**config.mk**
```make
export PLATFORM = sky130hd
export DESIGN_NAME = conv_frame_ctrl_flat
export DESIGN_NICKNAME = d
export VERILOG_FILES = /design/src/rtl/conv_pkg.sv /design/src/rtl/conv_frame_ctrl_if.sv /design/src/rtl/conv_core.sv /design/src/rtl/conv_frame_ctrl.sv /design/src/flat_wrapper.sv
export SDC_FILE = /design/constraint.sdc
export NUM_CORES = 1
export LEC_CHECK = 0
export CAP_MARGIN = 5
export CORE_UTILIZATION = 55
export CTS_CLUSTER_SIZE = 30
export DETAILED_ROUTE_END_ITERATION = 8
export GPL_ROUTABILITY_DRIVEN = 0
export GPL_TIMING_DRIVEN = 0
export PLACE_DENSITY = 0.8
export SLEW_MARGIN = 20
export SYNTH_ARGS = -nofsm -noshare
export SYNTH_HDL_FRONTEND = slang
export SYNTH_SLANG_ARGS = --single-unit
```
**constraint.sdc**
```tcl
create_clock -name clk_i -period 2.57 [get_ports clk_i]
set_input_delay 0.514 -clock clk_i [delete_from_list [all_inputs] [get_ports clk_i]]
set_output_delay 0.514 -clock clk_i [all_outputs]
set_load 0.1 [all_outputs]
```
**src/rtl/conv_pkg.sv**
```systemverilog
// Shared constants for the K=7 convolutional frame controller: rate codes,
// generator taps, puncture keep masks and the controller state encoding.
package conv_pkg;

    localparam int K        = 7;
    localparam int SR_W     = K - 1;
    localparam int TAIL_LEN = 6;

    // Taps ordered {d, s1, s2, s3, s4, s5, s6}
    localparam logic [K-1:0] G0 = 7'o133;
    localparam logic [K-1:0] G1 = 7'o171;

    localparam logic [1:0] RATE_1_2 = 2'b00;
    localparam logic [1:0] RATE_2_3 = 2'b01;
    localparam logic [1:0] RATE_3_4 = 2'b10;

    // Each entry is {keep_a, keep_b}, indexed by puncture phase
    localparam logic [1:0]       MASK_1_2 = 2'b11;
    localparam logic [3:0][1:0]  MASK_2_3 = {2'b11, 2'b11, 2'b10, 2'b11};
    localparam logic [3:0][1:0]  MASK_3_4 = {2'b11, 2'b01, 2'b10, 2'b11};

    typedef enum logic [1:0] {
        ST_IDLE  = 2'd0,
        ST_DATA  = 2'd1,
        ST_TAIL  = 2'd2,
        ST_DRAIN = 2'd3
    } conv_state_e;

    function automatic logic [1:0] punct_period(input logic [1:0] rate);
        case (rate)
            RATE_2_3: return 2'd2;
            RATE_3_4: return 2'd3;
            default:  return 2'd1;
        endcase
    endfunction

    // Reserved rate code falls back to 1/2
    function automatic logic [1:0] keep_mask(input logic [1:0] rate, input logic [1:0] phase);
        case (rate)
            RATE_1_2: return MASK_1_2;
            RATE_2_3: return MASK_2_3[phase];
            RATE_3_4: return MASK_3_4[phase];
            default:  return MASK_1_2;
        endcase
    endfunction

endpackage

```
**src/rtl/conv_frame_ctrl_if.sv**
```systemverilog
// Frame control and bit-stream handshake bundle between the upstream source,
// the encoder controller and the downstream sink.
interface conv_frame_ctrl_if;
    logic        start;
    logic [1:0]  rate;
    logic [15:0] num_bits;
    logic        in_valid;
    logic        in_data;
    logic        in_ready;
    logic        out_valid;
    logic        out_data;
    logic        out_ready;
    logic        busy;
    logic        done;

    modport master (
        output start, rate, num_bits, in_valid, in_data, out_ready,
        input  in_ready, out_valid, out_data, busy, done
    );

    modport slave (
        input  start, rate, num_bits, in_valid, in_data, out_ready,
        output in_ready, out_valid, out_data, busy, done
    );
endinterface

```
**src/rtl/conv_core.sv**
```systemverilog
// K=7 encoder: 6-bit history register plus the two generator parity outputs
// computed combinationally from the incoming bit.
module conv_core
    import conv_pkg::*;
(
    input  logic clk_i,
    input  logic rst_i,
    input  logic clr_i,
    input  logic en_i,
    input  logic d_i,
    output logic a_o,
    output logic b_o
);

    // sr_q[SR_W-1] is s1 (most recent), sr_q[0] is s6
    logic [SR_W-1:0] sr_q, sr_d;
    logic [K-1:0]    taps;

    assign taps = {d_i, sr_q};
    assign a_o  = ^(taps & G0);
    assign b_o  = ^(taps & G1);

    always_comb begin
        sr_d = sr_q;
        if (clr_i)
            sr_d = '0;
        else if (en_i)
            sr_d = {d_i, sr_q[SR_W-1:1]};
    end

    always_ff @(posedge clk_i) begin
        if (rst_i)
            sr_q <= '0;
        else
            sr_q <= sr_d;
    end

endmodule

```
**src/rtl/conv_frame_ctrl.sv**
```systemverilog
// Frame sequencer for the punctured K=7 encoder: data/tail pacing, the A/B
// hold buffer, puncture phase and output serialisation.
//   state    | meaning
//   IDLE     | waiting for start, outputs quiet
//   DATA     | consuming upstream data bits
//   TAIL     | injecting zero flush bits
//   DRAIN    | emptying the last held pair, then done
module conv_frame_ctrl
    import conv_pkg::*;
(
    input  logic             clk_i,
    input  logic             rst_i,
    conv_frame_ctrl_if.slave bus
);

    localparam logic [1:0] S_IDLE  = ST_IDLE;
    localparam logic [1:0] S_DATA  = ST_DATA;
    localparam logic [1:0] S_TAIL  = ST_TAIL;
    localparam logic [1:0] S_DRAIN = ST_DRAIN;

    logic [1:0]  state_q, state_d;
    logic [1:0]  rate_q, rate_d;
    logic [15:0] cnt_q, cnt_d;
    logic [1:0]  phase_q, phase_d;
    logic        hold_a_q, hold_a_d, hold_b_q, hold_b_d;
    logic        keep_a_q, keep_a_d, keep_b_q, keep_b_d;
    logic        done_q, done_d;

    logic        hold_empty, hold_free, xfer, enc_en, enc_d, enc_a, enc_b, start_ok;
    logic [1:0]  mask;

    assign hold_empty = !(keep_a_q || keep_b_q);
    assign xfer       = !hold_empty && bus.out_ready;
    // The buffer can take a new pair when empty or when its only remaining entry leaves now
    assign hold_free  = hold_empty || (xfer && !(keep_a_q && keep_b_q));
    assign enc_en     = hold_free && ((state_q == S_DATA && bus.in_valid) || state_q == S_TAIL);
    assign enc_d      = (state_q == S_DATA) && bus.in_data;
    assign start_ok   = (state_q == S_IDLE) && bus.start;
    assign mask       = keep_mask(rate_q, phase_q);

    conv_core u_core (
        .clk_i (clk_i),
        .rst_i (rst_i),
        .clr_i (start_ok),
        .en_i  (enc_en),
        .d_i   (enc_d),
        .a_o   (enc_a),
        .b_o   (enc_b)
    );

    always_comb begin
        state_d  = state_q;
        rate_d   = rate_q;
        cnt_d    = cnt_q;
        phase_d  = phase_q;
        hold_a_d = hold_a_q;
        hold_b_d = hold_b_q;
        keep_a_d = keep_a_q;
        keep_b_d = keep_b_q;
        done_d   = 1'b0;

        if (xfer) begin
            if (keep_a_q)
                keep_a_d = 1'b0;
            else
                keep_b_d = 1'b0;
        end

        if (enc_en) begin
            hold_a_d = enc_a;
            hold_b_d = enc_b;
            keep_a_d = mask[1];
            keep_b_d = mask[0];
            phase_d  = (phase_q == punct_period(rate_q) - 2'd1) ? 2'd0 : phase_q + 2'd1;
        end

        case (state_q)
            S_IDLE: begin
                if (bus.start) begin
                    rate_d  = bus.rate;
                    phase_d = 2'd0;
                    if (bus.num_bits == 16'd0) begin
                        state_d = S_TAIL;
                        cnt_d   = 16'(TAIL_LEN);
                    end else begin
                        state_d = S_DATA;
                        cnt_d   = bus.num_bits;
                    end
                end
            end
            S_DATA: begin
                if (enc_en) begin
                    cnt_d = cnt_q - 16'd1;
                    if (cnt_q == 16'd1) begin
                        state_d = S_TAIL;
                        cnt_d   = 16'(TAIL_LEN);
                    end
                end
            end
            S_TAIL: begin
                if (enc_en) begin
                    cnt_d = cnt_q - 16'd1;
                    if (cnt_q == 16'd1)
                        state_d = S_DRAIN;
                end
            end
            default: begin
                if (hold_empty) begin
                    state_d = S_IDLE;
                    done_d  = 1'b1;
                end
            end
        endcase
    end

    always_ff @(posedge clk_i) begin
        if (rst_i) begin
            state_q  <= S_IDLE;
            rate_q   <= '0;
            cnt_q    <= '0;
            phase_q  <= '0;
            hold_a_q <= 1'b0;
            hold_b_q <= 1'b0;
            keep_a_q <= 1'b0;
            keep_b_q <= 1'b0;
            done_q   <= 1'b0;
        end else begin
            state_q  <= state_d;
            rate_q   <= rate_d;
            cnt_q    <= cnt_d;
            phase_q  <= phase_d;
            hold_a_q <= hold_a_d;
            hold_b_q <= hold_b_d;
            keep_a_q <= keep_a_d;
            keep_b_q <= keep_b_d;
            done_q   <= done_d;
        end
    end

    assign bus.in_ready  = (state_q == S_DATA) && hold_free;
    assign bus.out_valid = !hold_empty;
    assign bus.out_data  = keep_a_q ? hold_a_q : (keep_b_q && hold_b_q);
    assign bus.busy      = (state_q != S_IDLE);
    assign bus.done      = done_q;

endmodule

```
**src/flat_wrapper.sv**
```systemverilog
// flat-port wrapper written by rule: the top's interface ports become plain ports
module conv_frame_ctrl_flat import conv_pkg::*;
  (clk_i, rst_i, bus_start, bus_rate, bus_num_bits, bus_in_valid, bus_in_data, bus_out_ready, bus_in_ready, bus_out_valid, bus_out_data, bus_busy, bus_done);
  conv_frame_ctrl_if bus_i ();
  input  logic clk_i;
  input  logic rst_i;
  input wire logic [$bits(bus_i.start)-1:0] bus_start;
  input wire logic [$bits(bus_i.rate)-1:0] bus_rate;
  input wire logic [$bits(bus_i.num_bits)-1:0] bus_num_bits;
  input wire logic [$bits(bus_i.in_valid)-1:0] bus_in_valid;
  input wire logic [$bits(bus_i.in_data)-1:0] bus_in_data;
  input wire logic [$bits(bus_i.out_ready)-1:0] bus_out_ready;
  output wire logic [$bits(bus_i.in_ready)-1:0] bus_in_ready;
  output wire logic [$bits(bus_i.out_valid)-1:0] bus_out_valid;
  output wire logic [$bits(bus_i.out_data)-1:0] bus_out_data;
  output wire logic [$bits(bus_i.busy)-1:0] bus_busy;
  output wire logic [$bits(bus_i.done)-1:0] bus_done;
  assign bus_i.start = bus_start;
  assign bus_i.rate = bus_rate;
  assign bus_i.num_bits = bus_num_bits;
  assign bus_i.in_valid = bus_in_valid;
  assign bus_i.in_data = bus_in_data;
  assign bus_i.out_ready = bus_out_ready;
  assign bus_in_ready = bus_i.in_ready;
  assign bus_out_valid = bus_i.out_valid;
  assign bus_out_data = bus_i.out_data;
  assign bus_busy = bus_i.busy;
  assign bus_done = bus_i.done;
  conv_frame_ctrl u_core (.clk_i(clk_i), .rst_i(rst_i), .bus(bus_i));
endmodule
```
==> key figures <==
Worst hold path
  • Min-delay src: u_core.rate_q[1]$_SDFFE_PP0P_
  • Worst hold path type: reg2reg

Layout
  • Area Growth Syn to Fin: 20.1%
  • Antenna cells: 0
  • Layout cells sized above 1: 0.102
  • Nets@finish: between 300 and 400
  • Finished Layout Cells: 341
  • Final Cell Area: 2570 um^2

Clock tree
  • CTS tree: built
  • Clock slew at reported path FFs: 70 ps
  • Clock Latency Late Sink: 290 ps
  • Post-CTS setup buffer count: 0
  • CTS H-tree lvls: 2
  • CTS Buffer Depth: 2
  • Clock root cell: clkbuf_8
  • TritonCTS buffer count: 5
  • Post-CTS Hold Buffers: 0
  • Clock sink count: 33

STA
  • Fin crit share: 0.986
  • Least-Margin Pin Slew: 955 ps
  • Post-layout min period: 2530 ps
  • Max Slew Vio Count: 0
  • Final hold vios: 0
  • Clock skew: 4.68 ps
  • Final setup fails: 0
  • Relative slew margins: 0.361
  • Fmax: 0.395 GHz
  • RSZ-0062 raised after global routing: false

Global route
  • Largest net degree at the start of global routing: 12
  • Remaining Overflow, GRT: 0
  • Vias in the first global route: between 1,500 and 2,000
  • Total GRT Usage: 0.268
  • First-pass GRT wire length: between 8000 and 9000 um
  • Initial antenna violation count: 0

Worst setup path
  • Cell family with most CP delay: buffers and inverters
  • Setup Crit Path Kind: in2reg
  • Crit path from: bus_num_bits[4]
  • Worst Path Buf+Inv: 2
  • CP max stage delay: 540 ps
  • Reg2reg start: u_core.cnt_q[1]$_SDFFE_PP0P_
  • WP data required: 2750 ps
  • Crit start category: input pin
  • Critical Path Sink Type: register
  • Critical path's slowest cell: nor4_1
  • Worst Path Max Fanout: 10
  • Critical-path cell list: clkdlybuf4s50_1, nor4_1, a41oi_1, clkbuf_1, a221oi_2, nor2_1
  • Arr. time, crit path: between 2000 and 3000 ps

Power and ir drop
  • P_leak: roughly 0.00099 uW
  • Max rail drop VDD: between 0.7 and 0.8 mV
  • Power Dens Cells: 1320 nW/um^2

Synthesis
  • Mapped Cells: 257
  • Top_reg_cell synth: dfxtp_1
  • Synthesized cell area: 2140 um^2
  • Async S/R FF share, synth: 0
  • EDFF count, synth: 0
  • Synthesized flop and latch total: 33
  • Seq/Total Area, Yosys: 0.308
  • Avg Cell Area, Syn: 8.34 um^2
  • Library cells used by synthesis: 52
  • Yosys warns: 0
  • Syn_nets: just under 300

Placement
  • Post-DP Area: 2480 um^2
  • PortBufs: 28
  • Placed Instances: 333
  • Post-DP HPWL: 3780 um

Drt
  • Vias per inst: 5.99
  • DRC: 0
  • Routed vias: 2,043
  • 1st-pass router iterations: 4
  • DRT iter0 DRCs: between 200 and 250
  • WL/cell: between 15 and 20 um
  • DRT antenna net count: 0
  • Final wirelength: ~5200 um

Die
  • Rows: 22
  • Starting Density: 0.581
  • Die H: 64.4 um
  • I/O Pins: 29
  • Chip Width: approximately 64 um
  • Die area: 4150 um^2
  • CORE AREA: 3690 um^2

Outcome
  • Status: completed

Job
  • Maxcap violations: 0
-- metal layers --
| layer | global-route usage | wire [um] | vias up |
|---|---|---|---|
| li1 | - | - | 1016 |
| met1 | 0.357 | 2410 | 948 |
| met2 | 0.418 | 2310 | 68 |
| met3 | 0.0687 | 335 | 11 |
| met4 | 0.0944 | 105 | 0 |
| met5 | 0 | 0 | - |
-- area by class of cell --
cell class,count,area [um^2]
fillers,322,1110
flip-flops and latches,33,661
clock inverters,3,17.5
repair buffers,28,274
multi-input cells,191,1350
plain buffers,10,57.6
clock buffers,5,68.8
inverters,23,86.3
well taps,48,60.1
-- kinds of logic after synthesis --
logic type               Yosys count  synth area share
flip-flops                        33             0.308
buffers and inverters             33            0.0648
AO/OA/AOI/OAI                     78             0.270
multiplexers                       8            0.0374
AND/OR/NAND/NOR                   82             0.200
XOR/XNOR                          12            0.0555
adder cells (fa/ha/maj)           11            0.0642
-- timing repair --
| item | 4_1_cts | 5_1_grt |
|---|---|---|
| endpoints found under the setup margin | 13 | 7 |
| hold endpoints to repair | 0 | 0 |
| pin swaps | 0 | 0 |
| resized for setup | 12 | 4 |
| gates cloned | 0 | 0 |
-- synthesized netlist by cell type (all sizes together) (2+ instances only) --
| library cell | n | area, um^2 |
|---|---|---|
| dfxtp | 33 | 661 |
| nor2b | 3 | 18.8 |
| o221ai | 2 | 17.5 |
| o32ai | 7 | 61.3 |
| a22oi | 2 | 15.0 |
| nand2 | 14 | 52.6 |
| and2 | 2 | 12.5 |
| a21boi | 3 | 26.3 |
| nor3 | 6 | 30.0 |
| nand4 | 3 | 18.8 |
| or4b | 2 | 20.0 |
| mux2i | 8 | 80.1 |
| buf | 3 | 26.3 |
| a32oi | 4 | 35.0 |
| o21ai | 12 | 63.8 |
| a21o | 2 | 15.0 |
| nor4 | 8 | 65.1 |
| nor2 | 30 | 113 |
| xnor2 | 4 | 35.0 |
| a211oi | 5 | 37.5 |
| a21oi | 21 | 105 |
| xor2 | 7 | 61.3 |
| inv | 22 | 82.6 |
| or4 | 3 | 33.8 |
| nand2b | 2 | 12.5 |
| nand3 | 5 | 25.0 |
| ha | 11 | 138 |
| or3 | 2 | 12.5 |
| o21a | 2 | 15.0 |
| clkbuf | 7 | 26.3 |
| a32o | 2 | 20.0 |
| a221oi | 6 | 83.8 |
-- path summary, 6_finish.rpt --
kind / end / slack (ps) / cells after the start
hold / removal: u_core.rate_q[1]$_SDFFE_PP0P_ / 500 / 2
hold reg to reg: u_core.rate_q[1]$_SDFFE_PP0P_ / 500 / 2
setup / recovery: u_core.cnt_q[4]$_SDFFE_PP0P_ / 40 / 6
setup reg to reg: u_core.cnt_q[10]$_SDFFE_PP0P_ / 140 / 8
-- cells in the final DEF (no fill, tap or decap), types with 6 or more instances in the layout --
cell type / count
dfxtp_1: 33
nor2_1: 30
clkdlybuf4s50_1: 24
inv_1: 22
a21oi_1: 21
nand2_1: 14
ha_1: 11
o21ai_0: 8
mux2i_1: 8
xor2_1: 7
nor4_1: 7
o32ai_1: 7
nor3_1: 6
-- flip-flops by register name (all words and copies together) (netlist names) --
name	count
u_core.phase_q	2
u_core.keep_b_q	1
u_core.u_core.sr_q	6
u_core.hold_b_q	1
u_core.hold_a_q	1
u_core.bus.done	1
u_core.keep_a_q	1
u_core.cnt_q	16
u_core.rate_q	2
u_core.state_q	2
-- through the flow --
step	hold WS, ps	total power, uW	TNS, ps	setup WS (ps)	utilization
after global routing	528	3650	0	5.65	0.698
after global placement	474	2960	-4150	-581	0.673
after detailed placement	477	2990	-4480	-581	0.673
after CTS	495	3380	0	107	0.697
after floorplan	453	2530	0	238	-
final	500	3410	0	36.3	0.698
-- power breakdown --
part,switching (uW),total [uW],internal (uW)
combinational,1370,2180,810
sequential,160,829,669
clock,207,394,187
total,1740,3410,1670
-- worst register-to-register path: stages (launching register included) --
cell      delay (ps)
dfxtp_1          340
inv_1             90
ha_1             160
or4b_2           650
nor4_4           270
a21boi_2         230
buf_6            210
a32oi_1          220
o32ai_1          120
Note: power is estimated with default switching activity, not from simulation.
